===== config.mk =====
export PLATFORM = sky130hd
export DESIGN_NAME = packet_buffer_reader
export DESIGN_NICKNAME = d
export VERILOG_FILES = /design/src/rtl/packet_buffer_reader.sv
export SDC_FILE = /design/constraint.sdc
export NUM_CORES = 1
export LEC_CHECK = 0
export ABC_AREA = 1
export CAP_MARGIN = 20
export CORE_AREA = 10 10 107 109
export CTS_BUF_LIST = sky130_fd_sc_hd__clkbuf_4 sky130_fd_sc_hd__clkbuf_8
export DETAILED_ROUTE_END_ITERATION = 16
export DIE_AREA = 0 0 117 119
export GPL_ROUTABILITY_DRIVEN = 0
export GPL_TIMING_DRIVEN = 0
export PLACE_DENSITY_LB_ADDON = 0.08
export SETUP_SLACK_MARGIN = 0.5
export SLEW_MARGIN = 5
export SYNTH_ARGS = -nofsm -noshare
export SYNTH_HDL_FRONTEND = slang
export SYNTH_SLANG_ARGS = --single-unit

===== constraint.sdc =====
create_clock -name clk -period 3.6 [get_ports clk]
set_input_delay 0.54 -clock clk [delete_from_list [all_inputs] [get_ports clk]]
set_output_delay 0.54 -clock clk [all_outputs]
set_load 0.01 [all_outputs]

===== src/rtl/packet_buffer_reader.sv =====
// packet_buffer_reader: read-side sequencer for the packet buffer RAM driver.
// Streams len bytes starting at start_addr from a circular buffer. Reads are
// credit-limited into a small FIFO so the variable RAM read latency is hidden.
// Optional abort support is compiled in with `define PACKET_BUFFER_READER_ABORT_EN.
module packet_buffer_reader #(
  parameter int unsigned RAM_SIZE     = 4096,
  parameter int unsigned READ_LATENCY = 2,
  parameter int unsigned FIFO_DEPTH   = 4,
  localparam int unsigned AW = $clog2(RAM_SIZE),
  localparam int unsigned LW = AW + 1
) (
  input  logic          clk,
  input  logic          reset,
  input  logic          start,
  input  logic [AW-1:0] start_addr,
  input  logic [LW-1:0] len,
  output logic          busy,
  output logic          done,
  output logic          ram_read_req,
  output logic [AW-1:0] ram_read_addr,
  input  logic          ram_read_ready,
  input  logic [7:0]    ram_read_out,
  output logic          out_valid,
  output logic [7:0]    out_data,
  output logic          out_last,
  input  logic          out_ready
`ifdef PACKET_BUFFER_READER_ABORT_EN
  ,
  input  logic          abort
`endif
);

  localparam int unsigned PW = (FIFO_DEPTH > 1) ? $clog2(FIFO_DEPTH) : 1;
  localparam int unsigned CW = $clog2(FIFO_DEPTH + 1);

  if (READ_LATENCY < 1) begin : g_bad_latency
    $error("READ_LATENCY must be at least 1");
  end

  typedef enum logic [2:0] {StIdle, StIssue, StDrain, StDone, StFlush} state_e;

  state_e        state_q, state_d;
  logic [AW-1:0] addr_q, addr_d, next_addr;
  logic          req_q, req_d;
  logic [LW-1:0] remaining_q, remaining_d;
  logic [LW-1:0] emit_left_q, emit_left_d;
  logic [CW-1:0] outstanding_q, outstanding_d;
  logic [CW-1:0] count_q, count_d;
  logic [PW-1:0] wr_ptr_q, wr_ptr_d, rd_ptr_q, rd_ptr_d;
  logic [7:0]    mem_q [FIFO_DEPTH];
  logic          zero_done_q, zero_done_d;
  logic          pop, wr_en, can_issue, abort_hit, flushing;
  int unsigned   committed;

`ifdef PACKET_BUFFER_READER_ABORT_EN
  assign abort_hit = abort & ((state_q == StIssue) | (state_q == StDrain));
  assign flushing  = (state_q == StFlush);
`else
  assign abort_hit = 1'b0;
  assign flushing  = 1'b0;
`endif

  assign pop       = out_valid & out_ready;
  // Reads landing while flushing belong to an aborted transfer and are dropped.
  assign wr_en     = ram_read_ready & ~flushing;
  assign next_addr = (addr_q == AW'(RAM_SIZE - 1)) ? '0 : addr_q + AW'(1);

  // Slots spoken for after this edge: in flight, just requested and queued.
  // The byte leaving this cycle frees its slot before any new read can land.
  always_comb begin
    committed = 32'(outstanding_q) + 32'(req_q) + 32'(count_q) - 32'(pop);
    can_issue = committed < FIFO_DEPTH;
  end

  // Outstanding reads: up on a presented request, down on returned data.
  always_comb begin
    outstanding_d = outstanding_q;
    if (req_q && !ram_read_ready) begin
      outstanding_d = outstanding_q + CW'(1);
    end else if (!req_q && ram_read_ready) begin
      outstanding_d = outstanding_q - CW'(1);
    end
  end

  // Sequencer next state, request/address generation and byte accounting.
  always_comb begin
    state_d     = state_q;
    addr_d      = addr_q;
    req_d       = 1'b0;
    remaining_d = remaining_q;
    emit_left_d = emit_left_q;
    zero_done_d = 1'b0;
    if (pop) begin
      emit_left_d = emit_left_q - LW'(1);
    end
    unique case (state_q)
      StIdle: begin
        if (start) begin
          if (len != '0) begin
            // First read goes out with the start edge so it appears next cycle.
            req_d       = 1'b1;
            addr_d      = start_addr;
            remaining_d = len - LW'(1);
            emit_left_d = len;
            state_d     = (len == LW'(1)) ? StDrain : StIssue;
          end else begin
            zero_done_d = 1'b1;
          end
        end
      end
      StIssue: begin
        if (can_issue) begin
          req_d       = 1'b1;
          addr_d      = next_addr;
          remaining_d = remaining_q - LW'(1);
          if (remaining_q == LW'(1)) begin
            state_d = StDrain;
          end
        end
      end
      StDrain: begin
        if (pop && out_last) begin
          state_d = StDone;
        end
      end
      StDone: state_d = StIdle;
`ifdef PACKET_BUFFER_READER_ABORT_EN
      StFlush: begin
        if (outstanding_d == '0) begin
          state_d = StDone;
        end
      end
`endif
      default: state_d = StIdle;
    endcase
`ifdef PACKET_BUFFER_READER_ABORT_EN
    if (abort_hit) begin
      req_d   = 1'b0;
      addr_d  = addr_q;
      state_d = (outstanding_d == '0) ? StDone : StFlush;
    end
`endif
  end

  // FIFO pointer and occupancy update; an abort empties it outright.
  always_comb begin
    wr_ptr_d = wr_ptr_q;
    rd_ptr_d = rd_ptr_q;
    count_d  = count_q + CW'(wr_en) - CW'(pop);
    if (wr_en) begin
      wr_ptr_d = (wr_ptr_q == PW'(FIFO_DEPTH - 1)) ? '0 : wr_ptr_q + PW'(1);
    end
    if (pop) begin
      rd_ptr_d = (rd_ptr_q == PW'(FIFO_DEPTH - 1)) ? '0 : rd_ptr_q + PW'(1);
    end
    if (abort_hit) begin
      wr_ptr_d = '0;
      rd_ptr_d = '0;
      count_d  = '0;
    end
  end

  // Control and counter state.
  always_ff @(posedge clk or posedge reset) begin
    if (reset) begin
      state_q       <= StIdle;
      addr_q        <= '0;
      req_q         <= 1'b0;
      remaining_q   <= '0;
      emit_left_q   <= '0;
      outstanding_q <= '0;
      count_q       <= '0;
      wr_ptr_q      <= '0;
      rd_ptr_q      <= '0;
      zero_done_q   <= 1'b0;
    end else begin
      state_q       <= state_d;
      addr_q        <= addr_d;
      req_q         <= req_d;
      remaining_q   <= remaining_d;
      emit_left_q   <= emit_left_d;
      outstanding_q <= outstanding_d;
      count_q       <= count_d;
      wr_ptr_q      <= wr_ptr_d;
      rd_ptr_q      <= rd_ptr_d;
      zero_done_q   <= zero_done_d;
    end
  end

  // FIFO storage; cleared on reset so out_data reads 0 when idle.
  always_ff @(posedge clk or posedge reset) begin
    if (reset) begin
      for (int unsigned i = 0; i < FIFO_DEPTH; i++) begin
        mem_q[i] <= '0;
      end
    end else if (wr_en && !abort_hit) begin
      mem_q[wr_ptr_q] <= ram_read_out;
    end
  end

  assign busy          = (state_q != StIdle);
  assign done          = (state_q == StDone) | zero_done_q;
  assign ram_read_req  = req_q;
  assign ram_read_addr = addr_q;
  assign out_valid     = (count_q != '0);
  assign out_data      = mem_q[rd_ptr_q];
  assign out_last      = out_valid & (emit_left_q == LW'(1));

endmodule


Word level (Yosys, flattened, before mapping)
Index checks and enable logic that the tools add are counted.

Add/sub/neg operators: 13. Order comparisons: 4. Eq/ne operators: 14. Multiplexer cells: 37. Bitwise gates (word level): 5. Reduce and logical (&&, ||, !) cells: 14.

Operators with widths (number): $mux 13 (7); $mux 12 (4); $eq 13x1->1 const B (3); $sub 13x1->13 const B (3); $bwmux 32 (1); $lt 32x3->1 const B (1); $pmux 13 s2 (1); $mux 8 (3); $pmux 12 s2 (1); $mux 3 (7); $bmux 8 s2 (1); $demux 8 s2 (1); $reduce_bool 13->1 (1); $add 12x1->12 const B (1); $eq 12x12->1 const B (1); $ne 2x2->1 const B (5); $pmux 3 s3 (1); $eq 3x2->1 const B (2); $ge 3x3->1 const B (2); $mux 1 (6); $mux 2 (3); $not 2->3 (2); $reduce_bool 3->1 (2); $sub 5x1->6 (1); 19 further kinds (27).

Bits in registers: 85. Input bits: 38. Output and inout bits: 25.

Depth between registers and ports, before layout
Word-level depth: 6. Gate-level depth with buffers: 18. Depth with buffers taken out: 17.

Least setup slack after synthesis
No wires, ideal clock.

Path type: in2reg. Start point: input out_ready. End point: register remaining_q[5]. Setup time: 0.128 ns. Data arrival time: 2.267 ns. Data required time: 3.472 ns. Slack: 1.205 ns. Stages: 16. Cells stage by stage: a21boi_1 -> buf_2 -> ha_1 -> inv_1 -> ha_1 -> nand2_1 -> nand2_1 -> nand2_1 -> nand2_1 -> nand2_1 -> nand2_1 -> nand2_1 -> nand3_4 -> buf_4 -> nand2_1 -> o21ai_0.

Longest elaborated chain between the ends: 5.

RTL lines: from (decl) (line 26) `input logic out_ready`; $and 1x1->1 (line 63) `assign pop = out_valid & out_ready;`; via pop (line 52) `logic pop, wr_en, can_issue, abort_hit, flushing;`; $sub 5x1->6 (line 71) `committed = 32'(outstanding_q) + 32'(req_q) + 32'(count_q) - 32'(pop);`; $lt 32x3->1 (line 72) `can_issue = committed < FIFO_DEPTH;`; $ne 2x2->1 (no source line); $reduce_and 4->1 (no source line); to (signal assigned) (line 180) `remaining_q <= remaining_d;`; to (decl) (line 45) `logic [LW-1:0] remaining_q, remaining_d;`.

The timed path passes the listed nets, and every way through them passes these cells. A chain may end at the register's enable or synchronous reset.

Worst setup path after layout
Start point: register rd_ptr_q[0]. End point: output out_data[6].

Longest elaborated chain between the ends: 4.

RTL lines: from (decl) (line 49) `logic [PW-1:0] wr_ptr_q, wr_ptr_d, rd_ptr_q, rd_ptr_d;`; from (signal assigned) (line 185) `rd_ptr_q <= rd_ptr_d;`; $not 2->3 (not written as such) (line 206) `assign out_data = mem_q[rd_ptr_q];`; $bmux 8 s2 (line 206); $mux 8 (not written as such) (2 in series) (line 206); to (decl) (line 24) `output logic [7:0] out_data,`.

No other way between the ends. The select of a mux whose other input is x is not followed.

==> out/metrics.csv <==
metric,value,unit
"leading cell types in the layout, fill and taps excluded","nand2_1, o21ai_0, inv_1, dfrtp_1, nor2_1",
maximum clock rate,0.340,GHz
Iteration-0 DRC Markers,348,
cts hold-fix bufs,0,
post-CTS setup buffer count,0,
CP max FO,10,
IO Count,63,
Tcrit/Tclk final,81.6,%
vias in the first global route,5050,
"Slew Viols, Final",0,
CTS tree,done,
register area share after synthesis,40.1,%
Post-synth top flop,dfrtp_1,
clk_lat worst skew,370,ps
type of the worst setup path,register to output pin,
WP data arrival,2400,ps
Die H,119,µm
minimum clock period,2940,ps
DRT antenna net count,0,
"Net count, final",873,
RSZ-0062 raised after global routing,false,
final setup vio count,0,
total routed wirelength,13.5,mm
Ys Warns,0,
CTS buffer count,9,
HP Class,register to register,
Worst Setup End Kind,output pin,
DRC,0,
width of the die,117,µm
clock skew,13.8,ps
ratio of cells with drive above 1 in the final layout,5.30,%
Tot Pwr,5.52,mW
CORE AREA,9460,µm²
global-route wire length before repair,22.9,mm
clock buffer depth,2,
power per cell area,887,nW/µm²
Rows,36,
CTS root buf,clkbuf_8,
Syn Inst Count,733,
die area,13900,µm²
Initial Utilization,55.5,%
Worst Tran Pin Value,610,ps
"Req. time, crit path",3060,ps
status,finished clean,
post-DR vias/cell,5.36,
leakage,3.13,nW
area growth from synthesis to layout,18.4,%
flip-flop and latch count after synthesis,84,
Post-synth EDFFs,0,
Mapped Nets,799,
Clock H-tree levels,3,
Filler cells,851,
Post-Syn Area,5250,µm²
DR pass1 iterations,6,
Syn Area/Cell,7.16,µm²
Critical Path Start Type,register,
grt total ovfl,0,
"FFs w/ async S/R, synth",100,%
Rel. slew slack,59.3,%
ant diodes,0,
initial antenna violation count,0,
"most common cell after layout, fill and taps aside",nand2_1,
Post-DP HPWL,10.4,mm
largest net degree at the start of global routing,44,
Final Hold Fails,0,
Max Cap Viol,0,
WL/cell,14.6,µm
"Gates resized, CTS repair",0,
Peak VDD IR,461,µV
DR vias,4959,
Fin Hold WS,493,ps
Clock Sinks,84,
Worst-path clk slew,90,ps
"Distinct cells, synth",38,
Tot GR Track Use,20.3,%
port buffer count,62,
[flip-flops by register name (all words and copies together), names as in the netlist]
signal and cells:
count_q 3, emit_left_q 13, mem_q 32, outstanding_q 3, ram_read_addr 12, ram_read_req 1, rd_ptr_q 2, remaining_q 13
state_q 2, wr_ptr_q 2, zero_done_q 1
[area by class of cell]
cell class	count	area (µm²)	area share [%]
Multi-Input combinational cell	543	2720	43.7
Sequential cell	84	2100	33.8
Timing Repair Buffer	63	641	10.3
Inverter	87	329	5.29
Tap cell	114	143	2.30
Clock buffer	10	131	2.11
Buffer	19	104	1.67
Clock inverter	6	46.3	0.745
[cells by family (layout without fill, tap and decap cells)]
group	after synthesis	after routing	share of synthesized area, %
and+or+nand+nor	375	375	29.5
AOI/OAI and AO/OA	124	124	12.7
buffers and inverters	106	185	8.13
DFF	84	84	40.1
adders and majority gates	28	28	6.96
xor gates and xnor gates	16	16	2.67
[path summary, 6_finish.rpt]
check,startpoint,end,slack (ps),depth (start not counted)
max,rd_ptr_q[0],out_data[6],660,5
min,mem_q[28],mem_q[28],490,2
max reg2reg,count_q[1],remaining_q[7],830,17
min reg2reg,mem_q[28],mem_q[28],490,2
max in group asynchronous,reset,remaining_q[5],2410,3
min in group asynchronous,reset,count_q[1],580,2
[metal layers]
layer / track usage (%) / share of wire, % / vias up
li1: - / - / 2472
met1: 23.4 / 43 / 2319
met2: 34.6 / 49 / 145
met3: 5.72 / 6.4 / 23
met4: 7.65 / 2.0 / 0
met5: 0 / 0 / -
[worst max-delay path: stages (launching register included)]
cell,delay [ps]
dfrtp_1,360
clkbuf_1,340
clkbuf_1,440
o21ai_0,170
o22ai_1,170
clkdlybuf4s50_1,560
[report_power, final]
part | total, mW | leakage (nW) | internal, mW | switching (mW)
clock | 0.635 | 0.0871 | 0.265 | 0.370
sequential | 1.82 | 1.04 | 1.41 | 0.410
combinational | 3.06 | 2.01 | 1.25 | 1.81
total | 5.52 | 3.13 | 2.93 | 2.59
[stage by stage]
stage | cells | setup WS, ps | instance area (µm²) | utilization (%) | setup TNS [ps]
floorplan | 733 | 895 | 5250 | - | 0
global placement | 909 | -477 | 6010 | 63.5 | -39720
detailed placement | 910 | 320 | 6030 | 63.8 | 0
CTS | 926 | 517 | 6210 | 65.7 | 0
global route | 926 | 418 | 6210 | 65.7 | 0
finish | 926 | 661 | 6210 | 65.7 | 0
[cells in the mapped netlist, types with 2 or more instances]
cell / instances / area (µm²)
a21boi_0: 2 / 15.0
a21o_1: 3 / 22.5
a21oi_1: 13 / 65.1
buf_1: 2 / 7.51
buf_2: 2 / 10.0
buf_4: 3 / 22.5
buf_6: 2 / 22.5
clkbuf_1: 10 / 37.5
dfrtp_1: 84 / 2100
fa_1: 2 / 40.0
ha_1: 26 / 325
inv_1: 85 / 319
inv_2: 2 / 7.51
nand2_1: 227 / 852
nand2_2: 4 / 25.0
nand3_1: 44 / 220
nand3b_1: 3 / 22.5
nand4_1: 4 / 25.0
nor2_1: 81 / 304
nor2_2: 3 / 18.8
o21ai_0: 87 / 435
o21ai_2: 2 / 17.5
o22ai_1: 11 / 68.8
o31ai_1: 2 / 15.0
or2_2: 2 / 12.5
xnor2_1: 8 / 70.1
xor2_1: 8 / 70.1
Power figures use the tool's default switching activity.
